$ cat src/rtl/inst_sequencer.sv
// Multi-cycle instruction sequencer: walks fetch/decode/execute states and emits
// per-cycle ALU, register and memory-bus control IDs, with wait states and IRQ entry.
package common_pkg;
  typedef enum logic [5:0] {
    ALU_ADD = 6'h00, ALU_SUB = 6'h01, ALU_AND = 6'h02, ALU_OR  = 6'h03,
    ALU_XOR = 6'h04, ALU_SHL = 6'h05, ALU_SHR = 6'h06, ALU_MOV = 6'h08,
    ALU_INC = 6'h09, ALU_DEC = 6'h0A
  } alu_op_e;

  // Codes 0..15 are the architectural registers addressed by the 4-bit ra fields.
  typedef enum logic [4:0] {
    R_R0, R_R1, R_R2, R_R3, R_R4, R_R5, R_R6, R_R7,
    R_R8, R_R9, R_R10, R_R11, R_R12, R_R13, R_R14, R_R15,
    R_ZR, R_IP, R_SP, R_MEM, R_IR1, R_IR2, R_IR3, R_ADDR
  } reg_id_e;
endpackage

module inst_sequencer
  import common_pkg::*;
#(
  parameter int DW       = 16,
  parameter int IRQ_EN   = 1,
  parameter int WAIT_MAX = 15
) (
  input  logic          i_clk,
  input  logic          i_rst_n,
  input  logic [DW-1:0] i_ir1,
  input  logic [DW-1:0] i_ir2,
  input  logic          i_mem_ready,
  input  logic          i_irq,
  output logic [4:0]    o_state,
  output logic          o_err,
  output logic          o_irq_ack,
  output alu_op_e       o_alu_op,
  output reg_id_e       o_s1,
  output reg_id_e       o_s2,
  output reg_id_e       o_dest,
  output logic          o_mem_wr,
  output logic          o_mem_rd,
  output reg_id_e       o_addr_reg
);

  localparam int   WCW    = (WAIT_MAX < 2) ? 1 : $clog2(WAIT_MAX + 1);
  localparam logic IRQ_ON = (IRQ_EN != 0);

  typedef enum logic [4:0] {
    S_IF1 = 5'd0, S_D1 = 5'd1, S_IF2 = 5'd2, S_D2 = 5'd3, S_IF3 = 5'd4, S_D3 = 5'd5,
    S_PUSH1 = 5'd6, S_PUSH2 = 5'd7, S_POP1 = 5'd8, S_POP2 = 5'd9, S_EXE = 5'd10,
    S_EXEA = 5'd11, S_RD = 5'd12, S_WR = 5'd13, S_INT1 = 5'd14, S_INT2 = 5'd15,
    S_INT3 = 5'd16, S_HALT = 5'd17
  } st_e;

  typedef struct packed {
    alu_op_e op;
    reg_id_e dest;
    reg_id_e s1;
    reg_id_e s2;
    reg_id_e addr;
  } ctl_t;

  st_e            state_q, nxt, adv, end_st;
  logic [WCW-1:0] wcnt_q;
  logic           err_q, timeout, bad;
  ctl_t           raw;
  logic           mem_wr, mem_rd, mem_acc;

  // Field decode
  logic [3:0] opc, ra1, ra2, ra3;
  alu_op_e    alu_dec;
  reg_id_e    r1, r2, r3;
  logic       is_push, is_pop, is_call, is_ret, is_load, is_store, is_mem, im16;
  logic       unused_ir;

  assign opc      = i_ir1[DW-1 -: 4];
  assign ra1      = i_ir1[3:0];
  assign ra2      = i_ir2[DW-1 -: 4];
  assign ra3      = i_ir2[DW-5 -: 4];
  assign alu_dec  = (opc[3:2] == 2'b00) ? alu_op_e'(i_ir1[DW-3 -: 6])
                                        : alu_op_e'({2'b00, i_ir1[DW-5 -: 4]});
  assign r1       = reg_id_e'({1'b0, ra1});
  assign r2       = reg_id_e'({1'b0, ra2});
  assign r3       = reg_id_e'({1'b0, ra3});
  assign is_push  = (opc == 4'b1101);
  assign is_pop   = (opc == 4'b1100);
  assign is_call  = (opc == 4'b1011);
  assign is_ret   = (opc == 4'b1010);
  assign is_load  = (opc == 4'b1000);
  assign is_store = (opc == 4'b1001);
  assign is_mem   = is_load | is_store;
  assign im16     = (ra2 == 4'd3) | (ra3 == 4'd3);
  assign unused_ir = ^{i_ir1, i_ir2};

  assign end_st = (IRQ_ON && i_irq) ? S_INT1 : S_IF1;

  // Raw per-state controls before memory-port mapping
  always_comb begin
    raw = '{ALU_MOV, R_ZR, R_ZR, R_ZR, R_ZR};
    case (state_q)
      S_IF1:               raw = '{ALU_MOV, R_IR1, R_MEM, R_ZR, R_IP};
      S_IF2:               raw = '{ALU_MOV, R_IR2, R_MEM, R_ZR, R_IP};
      S_IF3:               raw = '{ALU_MOV, R_IR3, R_MEM, R_ZR, R_IP};
      S_D1, S_D2, S_D3:    raw = '{ALU_INC, R_IP, R_IP, R_ZR, R_IP};
      S_PUSH1, S_INT1:     raw = '{ALU_DEC, R_SP, R_SP, R_ZR, R_SP};
      S_PUSH2:             raw = '{ALU_MOV, R_MEM, r1, R_ZR, R_SP};
      S_POP1:              raw = '{ALU_MOV, (is_ret ? R_IP : r1), R_MEM, R_ZR, R_SP};
      S_POP2:              raw = '{ALU_INC, R_SP, R_SP, R_ZR, R_SP};
      S_EXE:               raw = '{alu_dec, r1, r2, r3, R_ZR};
      S_EXEA:              raw = '{alu_dec, R_ADDR, r2, r3, R_ZR};
      S_RD:                raw = '{ALU_MOV, r1, R_MEM, R_ZR, R_ADDR};
      S_WR:                raw = '{ALU_MOV, R_MEM, r1, R_ZR, R_ADDR};
      S_INT2:              raw = '{ALU_MOV, R_MEM, R_IP, R_ZR, R_SP};
      S_INT3:              raw = '{ALU_MOV, R_IP, R_MEM, R_ZR, R_ZR};
      default:             ;
    endcase
  end

  assign mem_wr  = (raw.dest == R_MEM);
  assign mem_rd  = !mem_wr && ((raw.s1 == R_MEM) || (raw.s2 == R_MEM));
  assign mem_acc = mem_wr | mem_rd;

  always_comb begin
    adv = S_IF1;
    bad = 1'b0;
    case (state_q)
      S_IF1:   adv = S_D1;
      S_D1:    adv = is_push ? S_PUSH1 : (is_pop || is_ret) ? S_POP1 : S_IF2;
      S_IF2:   adv = S_D2;
      S_D2:    adv = im16 ? S_IF3 : is_call ? S_PUSH1 : is_mem ? S_EXEA : S_EXE;
      S_IF3:   adv = S_D3;
      S_D3:    adv = is_call ? S_PUSH1 : is_mem ? S_EXEA : S_EXE;
      S_PUSH1: adv = S_PUSH2;
      S_PUSH2: adv = is_call ? S_EXE : end_st;
      S_POP1:  adv = S_POP2;
      S_POP2:  adv = end_st;
      S_EXEA:  adv = is_load ? S_RD : S_WR;
      S_EXE, S_RD, S_WR: adv = end_st;
      S_INT1:  adv = S_INT2;
      S_INT2:  adv = S_INT3;
      S_INT3:  adv = S_IF1;
      S_HALT:  adv = S_HALT;
      default: begin
        adv = S_IF1;
        bad = 1'b1;
      end
    endcase
    timeout = 1'b0;
    nxt     = adv;
    // A ready in the timeout cycle still lets the access complete.
    if (mem_acc && !i_mem_ready) begin
      if (WAIT_MAX != 0 && wcnt_q == WCW'(WAIT_MAX)) begin
        nxt     = S_HALT;
        timeout = 1'b1;
      end else begin
        nxt = state_q;
      end
    end
  end

  always_ff @(posedge i_clk or negedge i_rst_n) begin
    if (!i_rst_n) begin
      state_q <= S_IF1;
      wcnt_q  <= '0;
      err_q   <= 1'b0;
    end else begin
      state_q <= nxt;
      err_q   <= err_q | timeout | bad;
      if (nxt != state_q)                wcnt_q <= '0;
      else if (mem_acc && WAIT_MAX != 0) wcnt_q <= wcnt_q + WCW'(1);
    end
  end

  assign o_state    = state_q;
  assign o_err      = err_q;
  assign o_irq_ack  = IRQ_ON && (state_q == S_INT1);
  assign o_alu_op   = raw.op;
  assign o_dest     = mem_wr ? R_ZR : raw.dest;
  assign o_s1       = mem_rd ? R_ZR : raw.s1;
  assign o_s2       = mem_rd ? R_ZR : raw.s2;
  assign o_addr_reg = raw.addr;
  assign o_mem_wr   = mem_wr;
  assign o_mem_rd   = mem_rd;

endmodule
$ cat config.mk
export PLATFORM = sky130hd
export DESIGN_NAME = inst_sequencer
export DESIGN_NICKNAME = d
export VERILOG_FILES = /design/src/rtl/inst_sequencer.sv
export SDC_FILE = /design/constraint.sdc
export NUM_CORES = 1
export LEC_CHECK = 0
export CORE_UTILIZATION = 30
export DETAILED_ROUTE_END_ITERATION = 8
export DONT_BUFFER_PORTS = 1
export PLACE_DENSITY = 0.55
export SYNTH_ARGS = -nofsm -noshare
export SYNTH_HDL_FRONTEND = slang
export SYNTH_SLANG_ARGS = --single-unit
$ cat constraint.sdc
create_clock -name i_clk -period 2.83 [get_ports i_clk]
set_input_delay 0.283 -clock i_clk [delete_from_list [all_inputs] [get_ports i_clk]]
set_output_delay 0.283 -clock i_clk [all_outputs]
set_load 0.05 [all_outputs]
Word level (Yosys, flattened, before mapping)
Index checks and enable logic that the tools add are counted.
{ "word_totals": {"reg_bits": 10, "out_inout_bits": 35, "word_cells": 74} }
{ "op_classes": {"n_addsub": 1, "n_eq_ne": 30, "mux": 22, "n_bitwise": 5, "reduce_logical": 13} }
{ "ops": {"columns": ["cell", "n"], "rows": [
  ["one-hot mux 26 bit (14 select lines)", 1],
  ["one-hot mux 5 bit (14 select lines)", 1],
  ["equality test 5 x 4 -> 1 bit (second input constant)", 8],
  ["2-to-1 mux 5 bit", 7],
  ["equality test 4 bit (second input constant)", 7],
  ["2-to-1 mux 4 bit", 7],
  ["equality test 5 bit (second input constant)", 5],
  ["equality test 5 x 3 -> 1 bit (second input constant)", 4],
  ["OR reduction 18 bit", 1],
  ["equality test 5 x 2 -> 1 bit (second input constant)", 2],
  ["equality test 4 x 2 -> 1 bit (second input constant)", 2],
  ["2-to-1 mux 6 bit", 1],
  ["equality test 5 x 1 -> 1 bit (second input constant)", 1],
  ["zero test 5 bit", 1],
  ["2-to-1 mux 1 bit", 5],
  ["!= test 5 bit", 1],
  ["OR 1 bit", 5],
  ["adder 4 x 1 -> 4 bit (second input constant)", 1],
  ["OR reduction 4 bit", 1],
  ["OR reduction 3 bit", 1],
  ["logical AND 1 bit", 2],
  ["zero test 1 bit", 2],
  ["zero test 2 bit", 1],
  ["logical OR 1 bit", 2],
  ["2 further kinds", 2]
]} }

Logic depth before layout (Yosys ltp)
Gate-level depths: netlist (run 1).
{ "depth": {"ltp_word": 11, "mapped_depth": 11} }

Least setup slack after synthesis (run 1)
No wires, ideal clock.
{ "synth_timing": {"path_type": "reg2out", "from": "register state_q[1] (netlist: o_state[1])", "to": "output port o_s1[1]", "arrival_ps": 2746, "required_ps": 2547, "slack_ps": -199, "stages_incl_launch_ff": 9, "cell_sequence": "dfrtp_1 > buf_6 > buf_6 > xor2_1 > nand3_1 > a21o_1 > o211ai_4 > inv_1 > nor2_1"} }
{ "synth_between": {"elab_chain_len": 7, "word_cells_on_any_way": 27, "cone_classes": "eq/ne: 19; mux: 2; reduce/logical: 6"} }
{ "synth_rtl": {"columns": ["element", "line", "text"], "rows": [
  ["start: declaration", "61", "st_e state_q, nxt, adv, end_st;"],
  ["start signal: assignment", "165", "state_q <= nxt;"],
  ["equality test 5 x 3 -> 1 bit (tied with other cells)", "98", "case (state_q)"],
  ["OR reduction 3 bit or OR reduction 2 bit (tied branches)", "98", null],
  ["one-hot mux 26 bit (14 select lines) *", "98", null],
  ["equality test 5 bit (on tied branches)", "117, 118", null],
  ["zero test 1 bit or logical OR 1 bit (tied branches)", "118", "assign mem_rd = !mem_wr && ((raw.s1 == R_MEM) || (raw.s2 == R_MEM));"],
  ["logical AND 1 bit *", "118", null],
  ["net o_mem_rd", "39", "output logic o_mem_rd,"],
  ["2-to-1 mux 5 bit *", "177", "assign o_s1 = mem_rd ? R_ZR : raw.s1;"],
  ["end: declaration", "35", "output reg_id_e o_s1,"]
]} }
Mark *: on every way through the listed nets, which the timed path passes. The rest lies on a longest branch.

Worst setup path after layout (run 1)
{ "layout_timing": {"from": "register state_q[0] (netlist: o_state[0])", "to": "register wcnt_q[2]"} }
{ "layout_between": {"elab_chain_len": 11, "word_cells_on_any_way": 36, "cone_classes": "eq/ne: 21; mux: 5; bitwise: 1; reduce/logical: 9"} }
{ "layout_rtl": {"columns": ["element", "line", "text"], "rows": [
  ["equality test 5 x 3 -> 1 bit (tied with other cells)", "98, 124", null],
  ["OR reduction 3 bit or OR reduction 2 bit (tied branches)", "98", null],
  ["one-hot mux 26 bit (14 select lines)", "98", null],
  ["equality test 5 bit (on tied branches)", "117, 118", null],
  ["zero test 1 bit or logical OR 1 bit (tied branches)", "118", null],
  ["logical AND 1 bit", "118", null],
  ["OR 1 bit", "119", "assign mem_acc = mem_wr | mem_rd;"],
  ["logical AND 1 bit", "149", "if (mem_acc && !i_mem_ready) begin"],
  ["2-to-1 mux 5 bit", "149", null],
  ["!= test 5 bit", "167", "if (nxt != state_q) wcnt_q <= '0;"],
  ["2-to-1 mux 4 bit or nonzero test 2 bit (tied branches)", null, null],
  ["end signal: assignment", "168", "else if (mem_acc && WAIT_MAX != 0) wcnt_q <= wcnt_q + WCW'(1);"],
  ["end: declaration", "62", "logic [WCW-1:0] wcnt_q;"]
]} }
Parallel ways exist; a longest one is shown, timed or not.
A chain may end at the register's enable or synchronous reset.

==> impl_metrics.json, run 1 <==
{
  "placementRows": 26,
  "drive_gt1_share_pct": 28.8,
  "synthAdderAreaFrac_pct": 0.757,
  "grt_first_pass_wirelength_um": 8220,
  "synth_compound_gate_area_share_pct": 29.8,
  "cts.sinks": 10,
  "gp_congestion": 0.874,
  "initial_core_util_pct": 31.8,
  "cts_tree": "done",
  "p_clk_share_pct": 6.2,
  "tns_ns": 0,
  "crit_start": "o_state[0]$_DFF_PN0_",
  "end_kind": "flop",
  "ys_async_sr_fraction_pct": 100,
  "crit_path_start_kind": "flop",
  "die-area_um2": 5810,
  "die_w_um": 76.2,
  "reg2reg_slack_ns": 0.22,
  "dp_slack_ns": 0.255,
  "dp_hpwl_um": 3970,
  "power_switching_mw": 1.75,
  "ys_warn_count": 0,
  "fmax_ghz": 0.383,
  "p_int_mw": 1.28,
  "yosysTopAreaCellShare_pct": 15.1,
  "p_per_area_nw_per_um2": 1460,
  "ys.flop_type": "dfrtp_1",
  "setup_viol": 0,
  "first_pass_iters": 4,
  "synth_seq_cells": 10,
  "min_period_over_period_pct": 92.4,
  "synth_area_um2": 1650,
  "worst_pin_slew_ns": 0.650,
  "hold_class": "input port to flop",
  "die_h_um": 76.2,
  "post_cts_buffers": 0,
  "antenna_found_initial": 0,
  "grt_start_max_net_pins": 30,
  "drc": 0,
  "area_growth_pct": 25.7,
  "cp_max_fo": 19,
  "cp.required_ns": 2.94,
  "p_total_mw": 3.03,
  "wire_per_inst_um": 16.3,
  "cts-root-buf": "clkbuf_8",
  "grt_use_total_pct": 17.6,
  "synthMuxAreaShare_pct": 3.86,
  "drt_wl_total_um": 5090,
  "core_um2": 5200,
  "synth_top_family_by_area": "simple AND/OR/NAND/NOR gates",
  "numCtsBuffers": 3,
  "synth.distinct_cells": 68,
  "antennaDiodeCount": 0,
  "viasPerCell": 5.65,
  "rsz0062_at_grt": "no",
  "hp-start": "i_mem_ready",
  "insertion_delay_ns": 0.25,
  "grt-ovfl-total": 0,
  "finish.utilization_pct": 39.9,
  "avgSynthCellArea_um2": 7.69,
  "r2r_start": "o_state[0]$_DFF_PN0_",
  "post-route-min-period_ns": 2.61,
  "ios": 71,
  "pwr-share-seq_pct": 9.3,
  "drv_slew": 0,
  "ir_drop_v": 0.00129,
  "maxCapViolCount": 0,
  "combPwrFrac_pct": 84.5,
  "h-tree-depth": 1,
  "slew_headroom_pct": 56.7,
  "grt_pass1_vias": 1634,
  "io_buffers": 0,
  "synth_area_leader_cell": "dfrtp_1",
  "nFillCells": 543,
  "crit_type": "flop to flop",
  "synth_xor_area_share_pct": 2.65,
  "hold_viol_final": 0,
  "cts.clk_slew.worst_paths_ns": 0.05,
  "timing.final.ws_setup_ns": 0.216,
  "fin_nets": 281,
  "ant_nets": 0,
  "final.setup_skew_ns": 0.00236,
  "worstPathArrival_ns": 2.73,
  "ys_seq_area_share_pct": 15.1,
  "synth_edf_count": 0,
  "drtIter0Drc": 141,
  "switching_share_pct": 57.6,
  "synth_simple_gate_area_share_pct": 36.6,
  "status": "finished, final reports clean",
  "synth_nets": 252,
  "syn_inst": 215,
  "via_count": 1770,
  "yosys-top-cells-area": "dfrtp_1, a21oi_1, and3_1",
  "p_leak_nw": 0.867,
  "clock_path_buffers": 2
}
[metal layers]
| layer | track usage [%] | routed length [um] | vias up |
|---|---|---|---|
| met2 | 28.2 | 2370 | 74 |
| met3 | 4.79 | 445 | 8 |
| met5 | 0 | 0 | - |
| met4 | 5.96 | 79 | 0 |
| li1 | - | - | 847 |
| met1 | 22.8 | 2200 | 841 |
[final timing paths]
check                                         to  depth (start not counted)
max                        wcnt_q[2]$_DFFE_PN0P_                          7
min                         o_state[0]$_DFF_PN0_                          2
max reg2reg                wcnt_q[2]$_DFFE_PN0P_                          7
min reg2reg                wcnt_q[3]$_DFFE_PN0P_                          2
max in group asynchronous  wcnt_q[2]$_DFFE_PN0P_                          1
min in group asynchronous   o_state[1]$_DFF_PN0_                          1
[worst max-delay path: stages, from the launching register on]
cell and delay (ns):
dfrtp_1 0.75, mux2_4 0.28, a21oi_2 0.07, o311ai_4 0.35, o211ai_4 0.17, a21oi_2 0.33, mux2i_1 0.41, nor4_1 0.11
[cells in the mapped netlist (all sizes together), types with 5 or more instances]
library cell,count
nand2,19
a21oi,18
buf,15
nor2,15
and3,12
dfrtp,10
nand3,10
o21ai,9
inv,8
nand2b,6
nor4,6
nor2b,5
nor3,5
o211ai,5
[layout by cell type (no fill, tap or decap), drive strengths merged, types with 5 or more instances in the layout]
cell type,count
nand2,19
o211ai,5
dfrtp,10
buf,42
and3,12
inv,8
o21ai,9
a21oi,18
nand3,10
nor2b,5
nor2,15
nand2b,6
nor3,5
nor4,6
[power by group through the flow]
| stage | sequential [mW] | clock, mW | combinational [mW] |
|---|---|---|---|
| after floorplan | 0.304 | 0 | 1.82 |
| final | 0.282 | 0.189 | 2.56 |
| after global placement | 0.279 | 0 | 2.55 |
| after detailed placement | 0.282 | 0 | 2.55 |
| after global routing | 0.294 | 0.195 | 2.73 |
| after CTS | 0.279 | 0.190 | 2.56 |
[sequential cells by signal (all words and copies together), names as in the netlist]
| register | flops |
|---|---|
| o_state | 5 |
| o_err | 1 |
| wcnt_q | 4 |
[through the flow]
| step | hold WS (ns) | instance area, um^2 | cells |
|---|---|---|---|
| floorplan | -0.0126 | 1660 | 215 |
| global placement | -0.0124 | 2010 | 308 |
| detailed placement | -0.0124 | 2010 | 308 |
| CTS | 0.232 | 2080 | 313 |
| global route | 0.249 | 2080 | 313 |
| finish | 0.230 | 2080 | 313 |
[timing repair]
action                                 CTS  global route
hold buffers                             1             0
resized for setup                        0             0
endpoints found under the hold margin   10             0
[layout make-up]
cell class | count | area (um^2) | share of cell area (%)
clock buffer | 4 | 55.1 | 2.65
multi-input combinational | 177 | 1230 | 59.0
timing repair buffer | 43 | 425 | 20.5
inverter | 9 | 33.8 | 1.63
sequential | 10 | 250 | 12.0
tap | 70 | 87.6 | 4.21
[cells by family (layout without fill, tap and decap cells)]
| kind of cell | Yosys count | after routing |
|---|---|---|
| mux | 5 | 5 |
| buf+inv | 28 | 56 |
| flops | 10 | 10 |
| fa+ha+maj | 1 | 1 |
| simple gates | 102 | 102 |
| other cells | 2 | 2 |
| compound gates | 62 | 62 |
| xor+xnor | 5 | 5 |
(Power assumes the default switching activity.)
==> inputs of run 2 (changes only) <==
Settings changed: CORE_MARGIN set to 4.
==> run 2 against run 1 <==
Against the previous run: sequential power decreased by 14%; via count decreased by 3.3%; first-iteration DRC count increased by 7.8%; largest cell class unchanged; largest power group unchanged.
==> impl_metrics.json, run 2 (synthesis gave the netlist of run 1 again) <==
{
  "die-area_um2": 6760,
  "dp_hpwl_um": 3940,
  "drive_gt1_share_pct": 27.7,
  "die_h_um": 82.2,
  "worst_r2r_path_depth": 8,
  "insertion_delay_ns": 0.23,
  "cp_slowest_cell": "dfrtp_1",
  "gp_congestion": 0.908,
  "finish.utilization_pct": 38.7,
  "grt_start_max_net_pins": 23,
  "wire_per_inst_um": 16.4,
  "setup_viol": 0,
  "power_switching_mw": 1.72,
  "h-tree-depth": 1,
  "whs_path_depth": 2,
  "ant_nets": 0,
  "min_to": "o_state[0]$_DFF_PN0_",
  "post-route-min-period_ns": 2.56,
  "multi_input_area_um2": 1230,
  "nFillCells": 553,
  "area_growth_pct": 22.6,
  "antenna_found_initial": 0,
  "drtIter0Drc": 152,
  "core_um2": 5240,
  "cp.required_ns": 2.55,
  "crit_buf_inv": 3,
  "clock_path_buffers": 2,
  "drv_slew": 0,
  "timing.rr.end": "wcnt_q[0]$_DFFE_PN0P_",
  "ios": 71,
  "switching_share_pct": 58.9,
  "status": "finished, final reports clean",
  "worstPathArrival_ns": 2.27,
  "layout_commonest_cell": "buf_4",
  "cts_tree": "done",
  "rsz0062_at_grt": "no",
  "drc": 0,
  "die_w_um": 82.2,
  "pwr-share-seq_pct": 8.3,
  "cts.sinks": 10,
  "worstPathCellList": "buf_4, nand2b_1, a41oi_2, o211ai_4, inv_1, nor2_2, buf_12",
  "crit_path_start_kind": "flop",
  "end_kind": "output pin",
  "viasPerCell": 5.56,
  "largest_reg_flops": 5,
  "hold_class": "input port to flop",
  "cts.clk_slew.worst_paths_ns": 0.04,
  "cp_top_family": "flip-flops",
  "worst_pin_slew_ns": 0.576,
  "finalNonFillerCells": 308,
  "hp-start": "i_mem_ready",
  "io_buffers": 0,
  "cp_max_fo": 15,
  "first_pass_iters": 4,
  "grt-ovfl-total": 0,
  "via_count": 1712,
  "grt_pass1_vias": 1638,
  "crit_type": "flop to output pin",
  "p_leak_nw": 0.837,
  "cp_slowest_stage_delay_ns": 0.64,
  "min_period_over_period_pct": 90.3,
  "antennaDiodeCount": 0,
  "p_clk_share_pct": 4.8,
  "reg2reg_slack_ns": 0.30,
  "hold_viol_final": 0,
  "ir_drop_v": 0.00127,
  "placementRows": 26,
  "dp_cells": 304,
  "grt_use_total_pct": 15.4,
  "grt_first_pass_wirelength_um": 8170,
  "final_cell_mix": "buf_4, nand2_1, a21oi_1",
  "post_cts_buffers": 0,
  "cts-root-buf": "clkbuf_8",
  "p_per_area_nw_per_um2": 1440,
  "final.setup_skew_ns": 0.000798,
  "numCtsBuffers": 3,
  "combPwrFrac_pct": 86.9,
  "p_int_mw": 1.20,
  "maxCapViolCount": 0,
  "r2r_start": "o_state[2]$_DFF_PN0_",
  "slew_headroom_pct": 61.3,
  "drt_wl_total_um": 5050,
  "fin_nets": 277,
  "seq_area_um2": 250,
  "initial_core_util_pct": 31.6,
  "fmax_ghz": 0.391,
  "tns_ns": 0
}
-- run 2: cell count changes in the layout (fill, tap and decap cells not counted) --
cell,change
buf_12,-1
buf_4,-3
clkbuf_8,-1
nor3_1,-1
nor3_2,+1
-- run 2: routing by layer --
metal,up-vias,track usage (%),routed length (um)
li1,839,-,-
met1,798,22.2,2310
met2,73,24.1,2230
met3,2,3.15,471
met4,0,1.83,35
met5,-,0,0
-- run 2: layout make-up --
| type | count | share of cell area [%] |
|---|---|---|
| multi-input combinational | 177 | 60.7 |
| tap | 70 | 4.32 |
| clock buffer | 3 | 2.04 |
| timing repair buffer | 39 | 18.9 |
| sequential | 10 | 12.3 |
| inverter | 9 | 1.67 |
-- run 2: power by group through the flow --
stage / Clock (mW) / Sequential, mW / Combinational [mW]
finish: 0.141 / 0.243 / 2.54
global route: 0.153 / 0.252 / 2.72
CTS: 0.146 / 0.243 / 2.54
detailed placement: 0 / 0.245 / 2.52
global placement: 0 / 0.244 / 2.52
floorplan: 0 / 0.304 / 1.82
-- run 2: how the worst max path moves through the flow --
| stage | slack (ns) | from | to | cells after the start |
|---|---|---|---|---|
| 6_report | 0.27 | o_state[0]$_DFF_PN0_ | o_s1[1] | 7 |
| 5_1_grt | 0.005 | o_state[2]$_DFF_PN0_ | wcnt_q[0]$_DFFE_PN0P_ | 8 |
| 4_1_cts | 0.27 | o_state[0]$_DFF_PN0_ | o_s1[1] | 7 |
| 3_5_place_dp | 0.32 | o_state[0]$_DFF_PN0_ | wcnt_q[0]$_DFFE_PN0P_ | 7 |
| 3_3_place_gp | 0.35 | o_state[2]$_DFF_PN0_ | wcnt_q[1]$_DFFE_PN0P_ | 7 |
| 2_1_floorplan | 0.03 | o_state[1]$_DFF_PN0_ | o_s1[1] | 8 |
-- run 2: worst register-to-register path, stage by stage (launching register included) --
cell      delay [ns]
dfrtp_1         0.66
nand2_1         0.33
a31oi_1         0.28
o211ai_2        0.15
nand2_2         0.14
inv_2           0.06
a211oi_1        0.33
o31ai_1         0.19
nor4_1          0.28
-- run 2: timing repair --
item,in CTS,in global routing
hold buffers,1,0
hold endpoints to repair,10,0
resized for setup,0,0
-- run 2: through the flow --
step | setup WS (ns) | power (mW) | cell area [um^2] | hold WS, ns
4_1_cts | 0.272 | 2.93 | 2030 | 0.249
3_5_place_dp | 0.320 | 2.77 | 1980 | -0.0122
3_3_place_gp | 0.347 | 2.76 | 1980 | -0.0122
5_1_grt | 0.00472 | 3.13 | 2030 | 0.261
2_1_floorplan | 0.0273 | 2.12 | 1660 | -0.0126
6_report | 0.274 | 2.92 | 2030 | 0.249
==> inputs of run 3 (changes only) <==
Settings changed: CORE_ASPECT_RATIO set to 1.1.
==> run 3 against run 2 <==
Against the previous run: sequential power increased by 8.6%; critical path type unchanged; die area about the same; non-clock buffer count unchanged; worst setup slack got worse by 0.030 ns; clock-buffer cell count unchanged; worst hold slack got worse by 0.017 ns; routed wire length increased by 1.8%; global-route usage decreased by 0.38 points; highest routed layer unchanged; via count increased by 0.93%; critical path depth unchanged; cell area increased by 0.93%.
==> impl_metrics.json, run 3 (synthesis gave the netlist of run 1 again) <==
{
  "drtIter0Drc": 202,
  "p_leak_nw": 0.844,
  "worstPathArrival_ns": 2.30,
  "antenna_found_initial": 0,
  "fin_nets": 277,
  "first_pass_iters": 4,
  "timing.final.ws_setup_ns": 0.245,
  "hold_class": "input port to flop",
  "worst_pin_slew_ns": 0.558,
  "drive_gt1_share_pct": 27.7,
  "drv_slew": 0,
  "p_per_area_nw_per_um2": 1420,
  "worst_r2r_path_depth": 7,
  "antennaDiodeCount": 0,
  "grt_first_pass_wirelength_um": 8140,
  "cp.required_ns": 2.55,
  "viasPerCell": 5.52,
  "post_dp_cell_area_um2": 1990,
  "tns_ns": 0,
  "multi_input_area_um2": 1230,
  "crit_start": "o_state[4]$_DFF_PN0_",
  "io_buffers": 0,
  "crit_type": "flop to output pin",
  "rsz0062_at_grt": "no",
  "end_kind": "output pin",
  "r2r_start": "o_state[4]$_DFF_PN0_",
  "seq_area_um2": 250,
  "ir_drop_v": 0.000761,
  "cts_tree": "done",
  "post-route-min-period_ns": 2.59,
  "grt_start_max_net_pins": 21,
  "cts.clk_slew.worst_paths_ns": 0.05,
  "die-area_um2": 6760,
  "cp_slowest_cell": "dfrtp_1",
  "gp_congestion": 0.896,
  "drc": 0,
  "insertion_delay_ns": 0.24,
  "cp_slowest_stage_delay_ns": 0.57,
  "hold_viol_final": 0,
  "ios": 71,
  "setup_viol": 0,
  "crit_path_start_kind": "flop",
  "layout_commonest_cell": "buf_4",
  "status": "finished, final reports clean",
  "final_area_um2": 2050,
  "via_count": 1728,
  "die_h_um": 85.9,
  "drt_wl_total_um": 5140,
  "largest_reg_flops": 5,
  "final.setup_skew_ns": 0.00518,
  "cts_resized": 0,
  "core_um2": 5360,
  "clock_path_buffers": 2,
  "fmax_ghz": 0.387,
  "die_w_um": 78.8,
  "min_period_over_period_pct": 91.4,
  "worstPathCellList": "clkinv_1, nand4_1, a21oi_1, o211ai_4, inv_1, nor2_2, buf_12",
  "dp_slack_ns": 0.301,
  "critPathCapture": "o_s1[1]",
  "cts.sinks": 10,
  "timing.rr.end": "wcnt_q[3]$_DFFE_PN0P_",
  "grt-ovfl-total": 0,
  "initial_core_util_pct": 30.8,
  "wire_per_inst_um": 16.4,
  "numCtsBuffers": 3,
  "final_cell_mix": "buf_4, nand2_1, a21oi_1",
  "grt_use_total_pct": 15.0,
  "h-tree-depth": 1,
  "cts-root-buf": "clkbuf_8",
  "nFillCells": 544,
  "p_total_mw": 2.91,
  "area_growth_pct": 23.8,
  "placementRows": 28,
  "finish.utilization_pct": 38.2,
  "maxCapViolCount": 0,
  "ant_nets": 0,
  "grt_pass1_vias": 1588,
  "dp_hpwl_um": 4070,
  "cp_max_fo": 10,
  "slew_headroom_pct": 62.5,
  "reg2reg_slack_ns": 0.30
}
## run 3: cell counts in the layout (fill, tap and decap cells not counted)
Identical to the previous run, type by type.
## run 3: worst min-delay path by stage
stage	from	to	slack (ns)	depth (start not counted)
2_1_floorplan	i_rst_n	o_err$_DFF_PN0_	-0.01	0
3_3_place_gp	i_rst_n	wcnt_q[0]$_DFFE_PN0P_	-0.01	0
3_5_place_dp	i_rst_n	wcnt_q[2]$_DFFE_PN0P_	-0.01	0
4_1_cts	i_mem_ready	o_state[0]$_DFF_PN0_	0.23	2
5_1_grt	i_mem_ready	o_state[0]$_DFF_PN0_	0.27	2
6_report	i_mem_ready	o_state[0]$_DFF_PN0_	0.23	2
## run 3: where the power goes
part	internal (mW)	total (mW)	switching, mW
Clock	0.0930	0.147	0.0537
Sequential	0.181	0.264	0.0838
Combinational	0.928	2.50	1.57
Total	1.20	2.91	1.71
## run 3: area by class of cell
type | instances | share of cell area [%]
Sequential cell | 10 | 12.2
Inverter | 9 | 1.65
Clock buffer | 3 | 2.02
Multi-Input combinational cell | 177 | 60.2
Tap cell | 75 | 4.59
Timing Repair Buffer | 39 | 19.3
## run 3: critical path, delay by kind of cell, from the launching register on
kind,cells,cell delay [ns]
AOI/OAI and AO/OA,2,0.46
buffers and inverters,3,0.68
DFF,1,0.57
and+or+nand+nor,2,0.35
## run 3: repair_timing
action,4_1_cts,5_1_grt
hold buffers,1,0
endpoints found under the hold margin,10,0
setup buffers,0,0
## run 3: routing by layer
layer	GRT usage [%]	routed length, um
met1	20.0	2130
met5	0	0
met3	1.47	353
met2	25.6	2600
met4	4.29	54
## run 3: metrics by stage
step,hold WS [ns],instances
6_report,0.232,313
5_1_grt,0.274,313
4_1_cts,0.229,313
3_5_place_dp,-0.0122,309
3_3_place_gp,-0.0122,309
2_1_floorplan,-0.0126,215
